## config.mk

```make
export PLATFORM = sky130hd
export DESIGN_NAME = spram_port_arbiter
export DESIGN_NICKNAME = d
export VERILOG_FILES = /design/src/rtl/spram_port_arbiter.sv
export SDC_FILE = /design/constraint.sdc
export NUM_CORES = 1
export LEC_CHECK = 0
export ABC_AREA = 1
export CELL_PAD_IN_SITES_DETAIL_PLACEMENT = 1
export CELL_PAD_IN_SITES_GLOBAL_PLACEMENT = 1
export CORE_UTILIZATION = 24
export CTS_CLUSTER_DIAMETER = 100
export DETAILED_ROUTE_END_ITERATION = 16
export GPL_ROUTABILITY_DRIVEN = 1
export GPL_TIMING_DRIVEN = 0
export HOLD_SLACK_MARGIN = 0.15
export PLACE_DENSITY_LB_ADDON = 0.1
export SYNTH_ARGS = -nofsm -noshare
export SYNTH_HDL_FRONTEND = slang
export SYNTH_SLANG_ARGS = --single-unit
```

## constraint.sdc

```tcl
create_clock -name clock -period 1.62 [get_ports clock]
set_input_delay 0.405 -clock clock [delete_from_list [all_inputs] [get_ports clock]]
set_output_delay 0.405 -clock clock [all_outputs]
set_load 0.02 [all_outputs]
```

## src/rtl/spram_port_arbiter.sv

```systemverilog
// spram_port_arbiter: merges loader, clear engine and CPU onto one single-port RAM port
// with fixed priority loader > clear > CPU, and returns RAM read data to the CPU.
module spram_port_arbiter #(
   parameter int address_width = 10,
   parameter int data_width    = 8
) (
   input  logic                     clock,
   input  logic                     reset_n,
   input  logic                     load_wr,
   input  logic [address_width-1:0] load_addr,
   input  logic [data_width-1:0]    load_data,
   input  logic                     clear_start,
   input  logic [data_width-1:0]    clear_value,
   input  logic [address_width-1:0] cpu_addr,
   input  logic [data_width-1:0]    cpu_data,
   input  logic                     cpu_wren,
   input  logic                     cpu_rden,
   output logic                     cpu_wait,
   output logic [data_width-1:0]    cpu_q,
   output logic                     cpu_rvalid,
   output logic                     busy,
   output logic                     done,
   output logic [address_width-1:0] ram_address,
   output logic [data_width-1:0]    ram_data,
   output logic                     ram_wren,
   input  logic [data_width-1:0]    ram_q
);
   typedef enum logic {IDLE, CLEAR} state_t;
   state_t                   state_q, state_d;
   logic [address_width-1:0] clear_count_q, clear_count_d;
   logic [data_width-1:0]    fill_q, fill_d;
   logic                     done_q, done_d;
   logic                     rvalid_q, rvalid_d;
   logic                     clearing, clear_grant, last_write, start;
   always_comb begin
      clearing    = state_q == CLEAR;
      clear_grant = clearing & ~load_wr;
      last_write  = clear_grant & (clear_count_q == {address_width{1'b1}});
      start       = ~clearing & clear_start;
      state_d       = start ? CLEAR : last_write ? IDLE : state_q;
      clear_count_d = start ? '0 : clear_grant ? clear_count_q + 1'b1 : clear_count_q;
      fill_d        = start ? clear_value : fill_q;
      done_d        = last_write;
      cpu_wait    = (cpu_wren | cpu_rden) & (load_wr | clearing);
      rvalid_d    = cpu_rden & ~cpu_wait;
      ram_address = load_wr ? load_addr : clearing ? clear_count_q : cpu_addr;
      ram_data    = load_wr ? load_data : clearing ? fill_q : cpu_data;
      ram_wren    = load_wr | clearing | cpu_wren;
   end
   always_ff @(posedge clock or negedge reset_n) begin
      if (!reset_n) begin
         state_q       <= IDLE;
         clear_count_q <= '0;
         fill_q        <= '0;
         done_q        <= 1'b0;
         rvalid_q      <= 1'b0;
      end else begin
         state_q       <= state_d;
         clear_count_q <= clear_count_d;
         fill_q        <= fill_d;
         done_q        <= done_d;
         rvalid_q      <= rvalid_d;
      end
   end
   assign busy       = state_q == CLEAR;
   assign done       = done_q;
   assign cpu_rvalid = rvalid_q;
   assign cpu_q      = ram_q;
endmodule

```

==> results.md, run 1 <==
Status:
- The run finished, with violations left.
- The final reports fail on negative setup slack.

Floorplan:
- The effective utilization at floorplan is 0.252.
- The floorplan step defined a core boundary enclosing 5570 um2.
- In this run the count of I/O pins placed on the die edge is 89.
- The floorplan step defined a die boundary enclosing 6150 um2.
- The site row count is 27.
- The die outline width is 78.4 um.
- The die is 78.4 um tall.

Setup path:
- For this design, the slowest cell found on the critical path is sky130_fd_sc_hd__dfrtp_2.
- Of all nets on the critical path, the largest fanout is 5.
- The beginning of the worst register-to-register path is clear_count_q[0].
- The required time of the critical path is 1.21 ns.
- The largest stage delay on the critical path is 0.45 ns.
- The worst endpoint data arrival time is 1.38 ns.
- The endpoint kind of the worst setup timing path is a primary output.
- The worst path buffer plus inverter count is 4.
- Walking the worst path, the cells encountered are inv_2 > nand2_4 > inv_6 > buf_6 > nand2_2 > o211ai_1 > buf_4.
- The critical path is of the register to primary output type.
- In this run the worst setup path begins at busy.
- On the critical path the largest part of the delay comes from buffers and inverters.
- STA classifies the critical path startpoint as a register.

Logic synthesis:
- Of the total synthesized cell area, the portion taken by full adders, half adders and majority gates is 0.00892.
- When the netlist entered floorplanning its net count stood at 265.
- The post-synthesis cell area is 1400 um2.
- Ranked by total cell area, the synthesized netlist is headed by sky130_fd_sc_hd__dfrtp_1 (37%), sky130_fd_sc_hd__nand2_1 (24%), sky130_fd_sc_hd__buf_4 (5.9%).
- The top cell type's share of synthesized area is 0.375.
- The largest total area in the synthesized netlist belongs to sky130_fd_sc_hd__dfrtp_1.
- In this run, synthesis produced a sequential element count of 21.
- Dividing the synthesized area by the synthesized cell count gives 6.81 um2.
- The area fraction in compound gates after synthesis was 0.0937.
- The main combinational cell family by area after synthesis is simple AND/OR/NAND/NOR gates.
- Synthesis produced a netlist whose cell count is 206.
- Yosys printed 0 warnings.
- By count the netlist is led by sky130_fd_sc_hd__nand2_1 (89), sky130_fd_sc_hd__inv_1 (22), sky130_fd_sc_hd__dfrtp_1 (21).
- Synthesis instantiated 24 different standard cells from the library.
- For this run, asynchronously set or reset flops after synthesis account for 1.00.
- The most common cell in the synthesized netlist is sky130_fd_sc_hd__nand2_1.
- In this run, synthesis inferred 0 flip-flops with an integrated enable.
- The share of synthesized area occupied by flip-flops and latches is 0.375.
- The mux contribution to synthesized area is 0.
- Of the total synthesized cell area, the portion taken by AND, OR, NAND and NOR gates is 0.373.
- The flip-flop cell with the highest count after synthesis is sky130_fd_sc_hd__dfrtp_1.
- The post-synthesis xor/xnor area fraction is 0.

Cells and area:
- The total inserted antenna cells is 0.
- The fill cell instance count of the final layout is 686.
- Measured on the finished design, the core utilization comes to 0.442.
- Compared with the post-synthesis result, the final layout area differs by 75.6%.
- The post-route cell area is 2460 um2.
- The number of nets in the layout is 358.
- The non-filler instance count after layout is 370.
- The proportion of layout cells with a drive suffix above 1 is 0.262.

STA:
- The count of final max-slew check failures was 0.
- The final period utilization is 1.10.
- The worst max-slew margin expressed relative to the limit is 0.320.
- The worst hold margin is 0.494 ns.
- In the post-route analysis, the smallest setup slack over all paths is -0.161 ns.
- The final count of hold timing violations was 0.
- At the pin with the least slew margin, the transition time is 1.02 ns.
- Across the routed clock network, the largest skew measured is 0.00561 ns.
- The final critical delay including setup and external delays is 1.78 ns.
- Setup repair after global routing could not meet its margin everywhere.
- In the final timing run, aggregate negative setup slack is -2.49 ns.
- Derived from the worst setup path, the maximum achievable clock frequency is 562 MHz.
- The number of setup violations in the final report is 20.

Min path:
- The path class of the tightest hold or removal check is register to register.
- The worst min-delay path startpoint is fill_q[7].

Global routing:
- Entering global routing, the biggest net connects 22 pins.
- The number of global-route vias before repair is 1602.
- The total congestion overflow is 0.
- The number of antenna violations at the first check in global routing is 0.
- For this run, the total global-route usage over all layers was measured as 0.166.
- The global-route wire length before repair is 7930 um.

Drt:
- The final routed wire length divided by cell count is 13.4 um.
- The DRC violation total after the first TritonRoute iteration is 45.
- The residual DRC count is 0.
- In the routed layout, each cell is associated on average with a via count of 4.42.
- The detail route stage leaves a number of antenna-violating nets equal to 0.
- The first detailed-routing pass ran for 5 iterations.
- For this block, the routed nets add up to 4960 um of wire.
- The routed layout has 1637 vias.

Clocking:
- The total number of clock tree sinks is 21.
- TritonCTS created 3 clock buffers.
- The latest clock arrival within the worst-skew pair is 0.27 ns.
- CTS built an H-tree with a depth of 1.
- Clock-pin slew was measured on the worst setup and hold paths at 0.09 ns.
- The library cell used as clock root buffer is sky130_fd_sc_hd__clkbuf_8.
- TritonCTS built the clock tree.
- The clock passes through at most 2 buffers.
- The number of hold buffers added after CTS was 0.

Placement:
- The detailed placement HPWL is 3730 um.
- The congestion estimate from routability-driven global placement came to 0.776.
- The count of buffers from port buffering is 79.
- Counting tap cells, the placed design contains a total of 357 instances.
- The placed standard-cell area is 2290 um2.

Power and ir drop:
- Dividing total power by cell area gives a power density of 799 nW/um2.
- The leakage power is 1.23 nW.
- The worst-case vdd ir drop is 0.000358 V.

Job:
- Max-cap violations in this run came to 0.
## cell families (layout without fill, tap and decap cells)
family	count (synthesis)	in the layout
and+or+nand+nor	124	124
AOI/OAI and AO/OA	20	20
buffers and inverters	40	132
DFF	21	21
adders and majority gates	1	1
## path summary, 6_finish.rpt
path	endpoint	slack, ns	cells past startpoint
max	ram_address[2]	-0.16	7
min	fill_q[7]	0.49	2
max reg2reg	busy	0.26	6
min reg2reg	fill_q[7]	0.49	2
max in group asynchronous	busy	0.25	1
min in group asynchronous	busy	0.69	1
## cells in the final DEF (no fill, tap or decap), drive strengths merged
master	instances
buf	43
a21oi	4
nand3	16
clkdlybuf4s50	56
clkdlybuf4s15	1
nand4	3
nand3b	2
clkinv	1
nand2	91
o22ai	2
clkbuf	4
nor2	12
dlymetal6s2s	2
ha	1
o211ai	9
o21ai	5
inv	25
dfrtp	21
## layer usage
metal	track usage	wire length (um)	share of wire
met1	0.234	2510	0.50
met2	0.257	2110	0.43
met4	0.0500	57	0.011
met3	0.0291	284	0.057
met5	0	0	0
## state kept, by name (all words and copies together) (netlist names)
register	count
cpu_rvalid	1
busy	1
fill_q	8
done	1
clear_count_q	10
## worst reg2reg max path: stages, from the launching register on
cell                      delay [ns]
sky130_fd_sc_hd__dfrtp_1        0.43
sky130_fd_sc_hd__ha_1           0.19
sky130_fd_sc_hd__nand2_1        0.13
sky130_fd_sc_hd__nor2_2         0.22
sky130_fd_sc_hd__nand4_1        0.16
sky130_fd_sc_hd__nand2_1        0.09
sky130_fd_sc_hd__nand2_1        0.04
## per-stage QoR
stage               worst slack [ns]  total power [mW]
floorplan                    0.00635              1.18
global placement              -0.623              1.57
detailed placement            -0.655              1.58
CTS                           -0.191              1.98
global route                  -0.258              2.12
finish                        -0.161              1.97
## where the power goes
part | leakage [nW] | internal [mW] | total (mW) | switching (mW)
sequential | 0.269 | 0.645 | 0.739 | 0.0938
clock | 0.0255 | 0.172 | 0.363 | 0.191
combinational | 0.936 | 0.423 | 0.865 | 0.442
total | 1.23 | 1.24 | 1.97 | 0.727
## area by class of cell
| class | count | area [um2] | area share |
|---|---|---|---|
| clock buffer | 3 | 41.3 | 0.0168 |
| multi-input combinational | 145 | 723 | 0.294 |
| tap | 72 | 90.1 | 0.0366 |
| inverter | 25 | 104 | 0.0422 |
| buffer | 15 | 129 | 0.0523 |
| sequential | 21 | 527 | 0.214 |
| clock inverter | 1 | 5.00 | 0.00203 |
| timing repair buffer | 88 | 843 | 0.342 |
## timing repair
action | in CTS | in global routing
setup endpoints to repair | 21 | 23
pin swaps | 1 | 1
gates cloned | 2 | 0
setup buffers | 7 | 0
resized for setup | 132 | 11
Power figures use the tool's default switching activity.
==> run 2: changes to the inputs <==
CAP_MARGIN = 20   (was not set)
==> run 2 against run 1 <==
Setup slack lost 0.0028 ns. The run still ends with negative setup slack left. Clock power about the same. Combinational power grew 1%. Largest cell class unchanged. Utilization up 0.49 points. Highest routed layer unchanged.
==> results.md, run 2 (synthesis results as in run 1) <==
Clocking:
- The clock slew seen by the registers of the worst setup and hold paths is 0.09 ns (about the same).
- The H-tree depth is 1 (unchanged).
- The total number of clock tree sinks is 21 (unchanged).
- The number of buffers inserted during clock tree synthesis is 3 (unchanged).
- The worst-case clock buffer depth is 2 (unchanged).
- The latest clock arrival within the worst-skew pair is 0.27 ns (about the same).
- CTS placed an instance of sky130_fd_sc_hd__clkbuf_8 at the clock tree root.
- The CTS tree is done.

STA:
- Setup repair after global routing could not meet its margin everywhere.
- The final period utilization is 1.10 (+0.00172).
- The number of setup violations in the final report was 20 (unchanged).
- The final critical delay including setup and external delays is 1.78 ns (+0.00279 ns).
- The highest clock frequency the design can meet was 561 MHz (-0.16%).
- The post-route worst setup slack was -0.164 ns (-0.00279 ns).
- The worst max-slew margin expressed relative to the limit is 0.693 (+0.372).
- The slew at the pin with the worst max-slew slack is 0.460 ns (-0.557 ns).
- The count of final max-slew check failures is 0 (unchanged).
- The final count of hold timing violations was 0 (unchanged).
- The post-route clock skew was 0.00553 ns (-0.0000837 ns).

Cells and area:
- Leaving out fill and tap cells, the most frequent cell in the layout is sky130_fd_sc_hd__nand2_1.
- The flip-flop count of the largest register, all copies and words added is 10 (unchanged).
- The total inserted antenna cells came to 0 (unchanged).
- The non-filler instance count after layout is 371 (+0.27%).
- The area of all sequential standard cells is 527 um2 (unchanged).
- The library cells used most frequently in the layout, excluding fill and tap cells, are sky130_fd_sc_hd__nand2_1 (74), sky130_fd_sc_hd__clkdlybuf4s50_1 (56), sky130_fd_sc_hd__buf_4 (31).
- The proportion of layout cells with a drive suffix above 1 is 0.264 (+0.00247).
- The fill cell instance count of the final layout came to 684 (-0.29%).
- The largest registers in the layout are clear_count_q x10, fill_q x8.
- Relative to the synthesized area, the layout overhead comes to 77.5%.
- The post-route cell area is 2490 um2 (+1.1%).
- clear_count_q holds more flip-flops than any other register.
- The number of nets in the layout is 359 (+0.28%).
- The area of the multi-input gates is 723 um2 (unchanged).

Drt:
- The number of iterations in the first detailed-routing pass was 5 (unchanged).
- The ratio of routed vias to standard cells came to 4.45 (+0.58%).
- The number of nets with antenna violations after detailed routing was 0 (unchanged).
- The DRC violation total after the first TritonRoute iteration is 42 (-6.7%).
- The total via count in the routed design is 1651 (+0.86%).
- The routed wire length came to 4970 um (+0.12%).
- The residual DRC count is 0 (unchanged).
- The final routed wire length divided by cell count is 13.4 um (-0.15%).

Global routing:
- The all-layer global routing usage came to 0.166 (unchanged).
- The number of antenna violations at the first check in global routing is 0 (unchanged).
- The largest net degree at the start of global routing is 22 (unchanged).
- The global-route wire length before repair is 7930 um (unchanged).
- The total congestion overflow came to 0 (unchanged).
- The number of global-route vias before repair was 1602 (unchanged).

Floorplan:
- The full die area was 6150 um2 (unchanged).
- The die boundary height is 78.4 um (unchanged).
- The core footprint was 5570 um2 (unchanged).
- The die outline width is 78.4 um (unchanged).
- The site row count was 27 (unchanged).
- The effective utilization at floorplan is 0.252 (unchanged).
- The I/O pin count was 89 (unchanged).

Power and ir drop:
- The internal portion of total power was 1.25 mW (+0.54%).
- The worst-case vdd ir drop is 0.000358 V (about the same).
- The switching fraction of total power came to 0.369 (-0.000450).
- The power dissipated by switching net loads is 0.730 mW (+0.35%).
- The leakage power is 1.24 nW (+1.0%).
- The part of the total power dissipated in the clock network came to 0.184 (about the same).
- The portion of total power attributed to combinational logic is 0.442 (+0.002).
- The share of power burned in registers is 0.374 (-0.002).
- The areal power density over the cells came to 794 nW/um2 (-0.64%).
- The post-route total power is 1.98 mW (+0.47%).

Min path:
- The type of the worst min-delay path is input port to asynchronous set/reset pin.

Placement:
- The weighted congestion reported at the end of routability-driven placement is 0.776 (unchanged).
- The detailed placement HPWL is 3730 um (unchanged).
- The number of cells after detailed placement is 357 (unchanged).
- The count of buffers from port buffering is 79 (unchanged).
- The placed standard-cell area is 2290 um2 (unchanged).

Setup path:
- The critical path goes through inv_2 > nand2_4 > inv_6 > buf_6 > nand2_2 > o211ai_1 > buf_4.
- The largest individual stage delay along the critical path comes from the cell sky130_fd_sc_hd__dfrtp_2.
- The endpoint kind of the worst setup timing path is a primary output.
- The worst endpoint data arrival time is 1.38 ns (about the same).
- The critical-path maximum fanout is 5 (unchanged).
- The largest stage delay on the critical path is 0.45 ns (about the same).
- The type of the worst setup path is register to primary output.
- The required time of the critical path is 1.21 ns (about the same).
- The critical path launch point type is a register.

Status:
- The checks that failed: negative setup slack.
- The run finished, with violations left.

Job:
- The number of max-cap violations is 0 (unchanged).
-- run 2: cell count changes in the layout (fill, tap and decap cells not counted) --
cell,change
sky130_fd_sc_hd__buf_16,+1
-- run 2: worst paths after layout --
kind,slack (ns),startpoint,end,cells past startpoint
worst max register to register,0.27,clear_count_q[0],busy,6
worst min-delay path,0.45,reset_n,clear_count_q[9],1
worst max-delay path,-0.16,busy,ram_address[2],7
worst min register to register,0.49,fill_q[7],fill_q[7],2
max in group asynchronous,0.73,reset_n,busy,2
min in group clock,0.49,fill_q[7],fill_q[7],2
-- run 2: cell type report --
cell class	instances	share of cell area
timing repair buffer	89	0.350
multi-input combinational	145	0.290
sequential	21	0.212
buffer	15	0.0518
inverter	25	0.0417
tap	72	0.0362
clock buffer	3	0.0166
clock inverter	1	0.00201
-- run 2: metal layers --
| metal | routed length [um] | vias up | share of wire | global-route usage |
|---|---|---|---|---|
| li1 | - | 828 | - | - |
| met1 | 2500 | 753 | 0.50 | 0.234 |
| met2 | 2100 | 65 | 0.42 | 0.257 |
| met3 | 309 | 5 | 0.062 | 0.0291 |
| met4 | 57 | 0 | 0.011 | 0.0500 |
| met5 | 0 | - | 0 | 0 |
-- run 2: worst max-delay path, delay by kind of cell, from the launching register on --
family | cells | cell delay [ns]
buf+inv | 4 | 0.46
compound gates | 1 | 0.08
simple gates | 2 | 0.10
flops | 1 | 0.45
-- run 2: repair_timing --
action                     in CTS  in global routing
setup endpoints to repair      21                 23
hold buffers                    0                  0
buffers inserted                7                  0
resized for setup             132                 11
gates cloned                    2                  0
pin swaps                       1                  1
-- run 2: through the flow --
stage	worst slack (ns)	TNS (ns)	hold slack, ns	util
6_report	-0.164	-2.50	0.453	0.447
3_5_place_dp	-0.655	-12.69	0.477	0.410
2_1_floorplan	0.00635	0	0.109	-
3_3_place_gp	-0.623	-12.46	0.464	0.410
4_1_cts	-0.191	-2.84	0.497	0.436
5_1_grt	-0.258	-4.09	0.485	0.447
-- run 2: power by group through the flow --
| stage | combinational [mW] | sequential, mW | clock (mW) |
|---|---|---|---|
| after floorplan | 0.455 | 0.724 | 0 |
| after global placement | 0.824 | 0.741 | 0 |
| after detailed placement | 0.833 | 0.747 | 0 |
| after CTS | 0.863 | 0.738 | 0.376 |
| after global routing | 0.964 | 0.758 | 0.403 |
| final | 0.874 | 0.739 | 0.364 |
==> run 3: changes to the inputs <==
PLACE_DENSITY = 0.82   (was not set)
PLACE_DENSITY_LB_ADDON = not set   (was 0.1)
==> run 3 against run 2 <==
The run still ends with negative setup slack left. Utilization increased by 0.22 points. Cell count decreased by 0.81%. Clock power increased by 2%. Clock skew increased by 0.0026 ns. Via count about the same. Register-to-register slack got worse by 0.06 ns. Power increased by 1.4%. Wire length increased by 4.9%. Critical path depth unchanged. Worst hold slack got worse by 0.085 ns. Critical endpoint is now ram_address[8].
==> results.md, run 3 (synthesis results as in run 1) <==
Drt:
- The met3 wirelength from detailed routing is 232 um (-25%).
- The total via count in the routed design is 1652 (+0.061%).
- The number of nets with antenna violations after detailed routing is 0 (unchanged).
- The number of iterations in the first detailed-routing pass is 4 (-1).
- The ratio of routed vias to standard cells was 4.49 (+0.88%).
- The routed wire length is 5210 um (+4.9%).
- The residual DRC count came to 0 (unchanged).
- The DRC violation total after the first TritonRoute iteration came to 65 (+55%).
- The amount of wire on met2 after detailed routing came to 2690 um (+28%).
- The routed length on met1 is 2230 um (-11%).
- The final routed wire length divided by cell count is 14.2 um (+5.7%).
- The highest metal layer used by the detailed router is met4.

Floorplan:
- The site row count is 27 (unchanged).
- The effective utilization at floorplan is 0.252 (unchanged).
- The die boundary height was 78.4 um (unchanged).
- The core footprint is 5570 um2 (unchanged).
- The I/O pin count is 89 (unchanged).
- The full die area is 6150 um2 (unchanged).
- The die outline width is 78.4 um (unchanged).

STA:
- The count of final max-slew check failures was 0 (unchanged).
- The worst hold margin was 0.368 ns (-0.0845 ns).
- The highest clock frequency the design can meet is 552 MHz (-1.5%).
- The worst max-slew margin expressed relative to the limit is 0.816 (+0.124).
- The final count of hold timing violations is 0 (unchanged).
- The post-route clock skew is 0.00808 ns (+0.00255 ns).
- The post-route worst setup slack is -0.191 ns (-0.0271 ns).
- The number of setup violations in the final report was 20 (unchanged).
- The final period utilization is 1.12 (+0.0167).
- Setup repair after global routing could not meet its margin everywhere.
- The slew at the pin with the worst max-slew slack was 0.275 ns (-0.185 ns).
- The final critical delay including setup and external delays is 1.81 ns (+0.0271 ns).

Clocking:
- The number of buffers inserted during clock tree synthesis is 3 (unchanged).
- The worst-case clock buffer depth came to 2 (unchanged).
- The H-tree depth came to 1 (unchanged).
- The clock slew seen by the registers of the worst setup and hold paths was 0.09 ns (about the same).
- The total number of clock tree sinks came to 21 (unchanged).
- The library cell used as clock root buffer is sky130_fd_sc_hd__clkbuf_8.
- The latest clock arrival within the worst-skew pair was 0.28 ns (about the same).
- TritonCTS built the clock tree.

Setup path:
- The flop-to-flop setup slack is 0.21 ns (-0.06 ns).
- The worst setup path is captured at a primary output.
- The critical path launch point type is a register.
- The length in cells of the worst reg-to-reg path is 6 (unchanged).
- The critical register-to-register path endpoint is busy.
- The required time of the critical path came to 1.21 ns (about the same).
- By startpoint and endpoint, the worst setup path is classified as register to primary output.
- The worst endpoint data arrival time came to 1.41 ns (+0.03 ns).
- The worst register-to-register path begins at clear_count_q[0].
- The critical-path maximum fanout was 5 (unchanged).

Cells and area:
- The flip-flop count of the largest register, all copies and words added is 10 (unchanged).
- The number of nets in the layout is 356 (-0.84%).
- The area of all sequential standard cells came to 527 um2 (unchanged).
- The total inserted antenna cells is 0 (unchanged).
- The proportion of layout cells with a drive suffix above 1 is 0.277 (+0.0128).
- In the final layout, the registers with the most flip-flops are clear_count_q x10, fill_q x8.
- The post-route cell area came to 2500 um2 (+0.50%).
- The post-synthesis to final-layout area growth is 78.4%.
- The fill cell instance count of the final layout is 681 (-0.44%).
- The library cell used most frequently in the layout, excluding fill and tap cells, is sky130_fd_sc_hd__nand2_1.
- The area of the multi-input gates was 756 um2 (+4.5%).
- The register ranked first by flip-flop count is clear_count_q.
- The top cell types in the final layout, fill and taps aside, are sky130_fd_sc_hd__nand2_1 (72), sky130_fd_sc_hd__clkdlybuf4s50_1 (56), sky130_fd_sc_hd__buf_4 (24).

Placement:
- The placed standard-cell area is 2290 um2 (unchanged).
- The weighted congestion reported at the end of routability-driven placement is 0.776 (about the same).
- The count of buffers from port buffering was 79 (unchanged).
- The detailed placement HPWL is 3770 um (+1.0%).

Global routing:
- The number of antenna violations at the first check in global routing was 0 (unchanged).
- The all-layer global routing usage is 0.175 (+0.00907).
- The global-route wire length before repair is 8370 um (+5.6%).
- The total congestion overflow was 0 (unchanged).
- The number of global-route vias before repair came to 1701 (+6.2%).
- The largest net degree at the start of global routing came to 22 (unchanged).

Status:
- The checks that failed: negative setup slack.
- The run finished, with violations left.

Min path:
- The type of the worst min-delay path is input port to asynchronous set/reset pin.

Power and ir drop:
- The worst-case vdd ir drop is 0.000491 V (+37%).
- The post-route total power was 2.00 mW (+1.4%).
- The leakage power came to 1.22 nW (-1.6%).
- The areal power density over the cells is 801 nW/um2 (+0.89%).

Job:
- The number of max-cap violations is 0 (unchanged).
## run 3: worst max-delay path, cell delays in order (launching register included)
cell and delay [ns]:
sky130_fd_sc_hd__dfrtp_2 0.45, sky130_fd_sc_hd__inv_2 0.09, sky130_fd_sc_hd__nand2_4 0.08, sky130_fd_sc_hd__inv_6 0.08, sky130_fd_sc_hd__buf_6 0.12, sky130_fd_sc_hd__nand2_1 0.06, sky130_fd_sc_hd__o211ai_1 0.08, sky130_fd_sc_hd__buf_4 0.17
## run 3: final cells by class
| type | count | area share |
|---|---|---|
| timing repair buffer | 87 | 0.346 |
| multi-input combinational | 145 | 0.302 |
| sequential | 21 | 0.210 |
| buffer | 14 | 0.0455 |
| inverter | 25 | 0.0415 |
| tap | 72 | 0.0360 |
| clock buffer | 3 | 0.0165 |
| clock inverter | 1 | 0.00200 |
## run 3: repair_timing
action                                  in CTS  in global routing
endpoints found under the hold margin        0                  0
setup buffers                                4                  1
gates cloned                                 2                  0
gates resized for setup                    150                  3
hold buffers                                 0                  0
pin swaps                                    0                  1
endpoints found under the setup margin      23                 20
## run 3: power breakdown
group / switching [mW] / internal (mW) / leakage [nW]
sequential: 0.0952 / 0.645 / 0.269
clock: 0.201 / 0.172 / 0.0255
combinational: 0.456 / 0.435 / 0.929
total: 0.752 / 1.25 / 1.22
## run 3: worst max path at each step
stage	start	cells past startpoint	to	slack, ns
4_1_cts	busy	7	ram_address[3]	-0.16
5_1_grt	busy	7	ram_address[6]	-0.25
3_3_place_gp	load_wr	5	ram_address[8]	-0.59
6_report	busy	7	ram_address[8]	-0.19
3_5_place_dp	load_wr	5	ram_address[8]	-0.60
2_1_floorplan	load_wr	5	ram_address[0]	0.006
## run 3: per-stage QoR
| step | cells | utilization | TNS (ns) | setup slack (ns) |
|---|---|---|---|---|
| 2_1_floorplan | 206 | - | 0 | 0.00635 |
| 3_3_place_gp | 357 | 0.410 | -11.00 | -0.586 |
| 3_5_place_dp | 357 | 0.410 | -12.05 | -0.598 |
| 4_1_cts | 366 | 0.441 | -2.39 | -0.160 |
| 5_1_grt | 368 | 0.449 | -4.01 | -0.252 |
| 6_report | 368 | 0.449 | -2.78 | -0.191 |
## run 3: metal layers
layer	global-route usage	up-vias
met5	0	-
met4	0.0444	0
met3	0.0302	5
met2	0.324	41
met1	0.208	785
li1	-	821
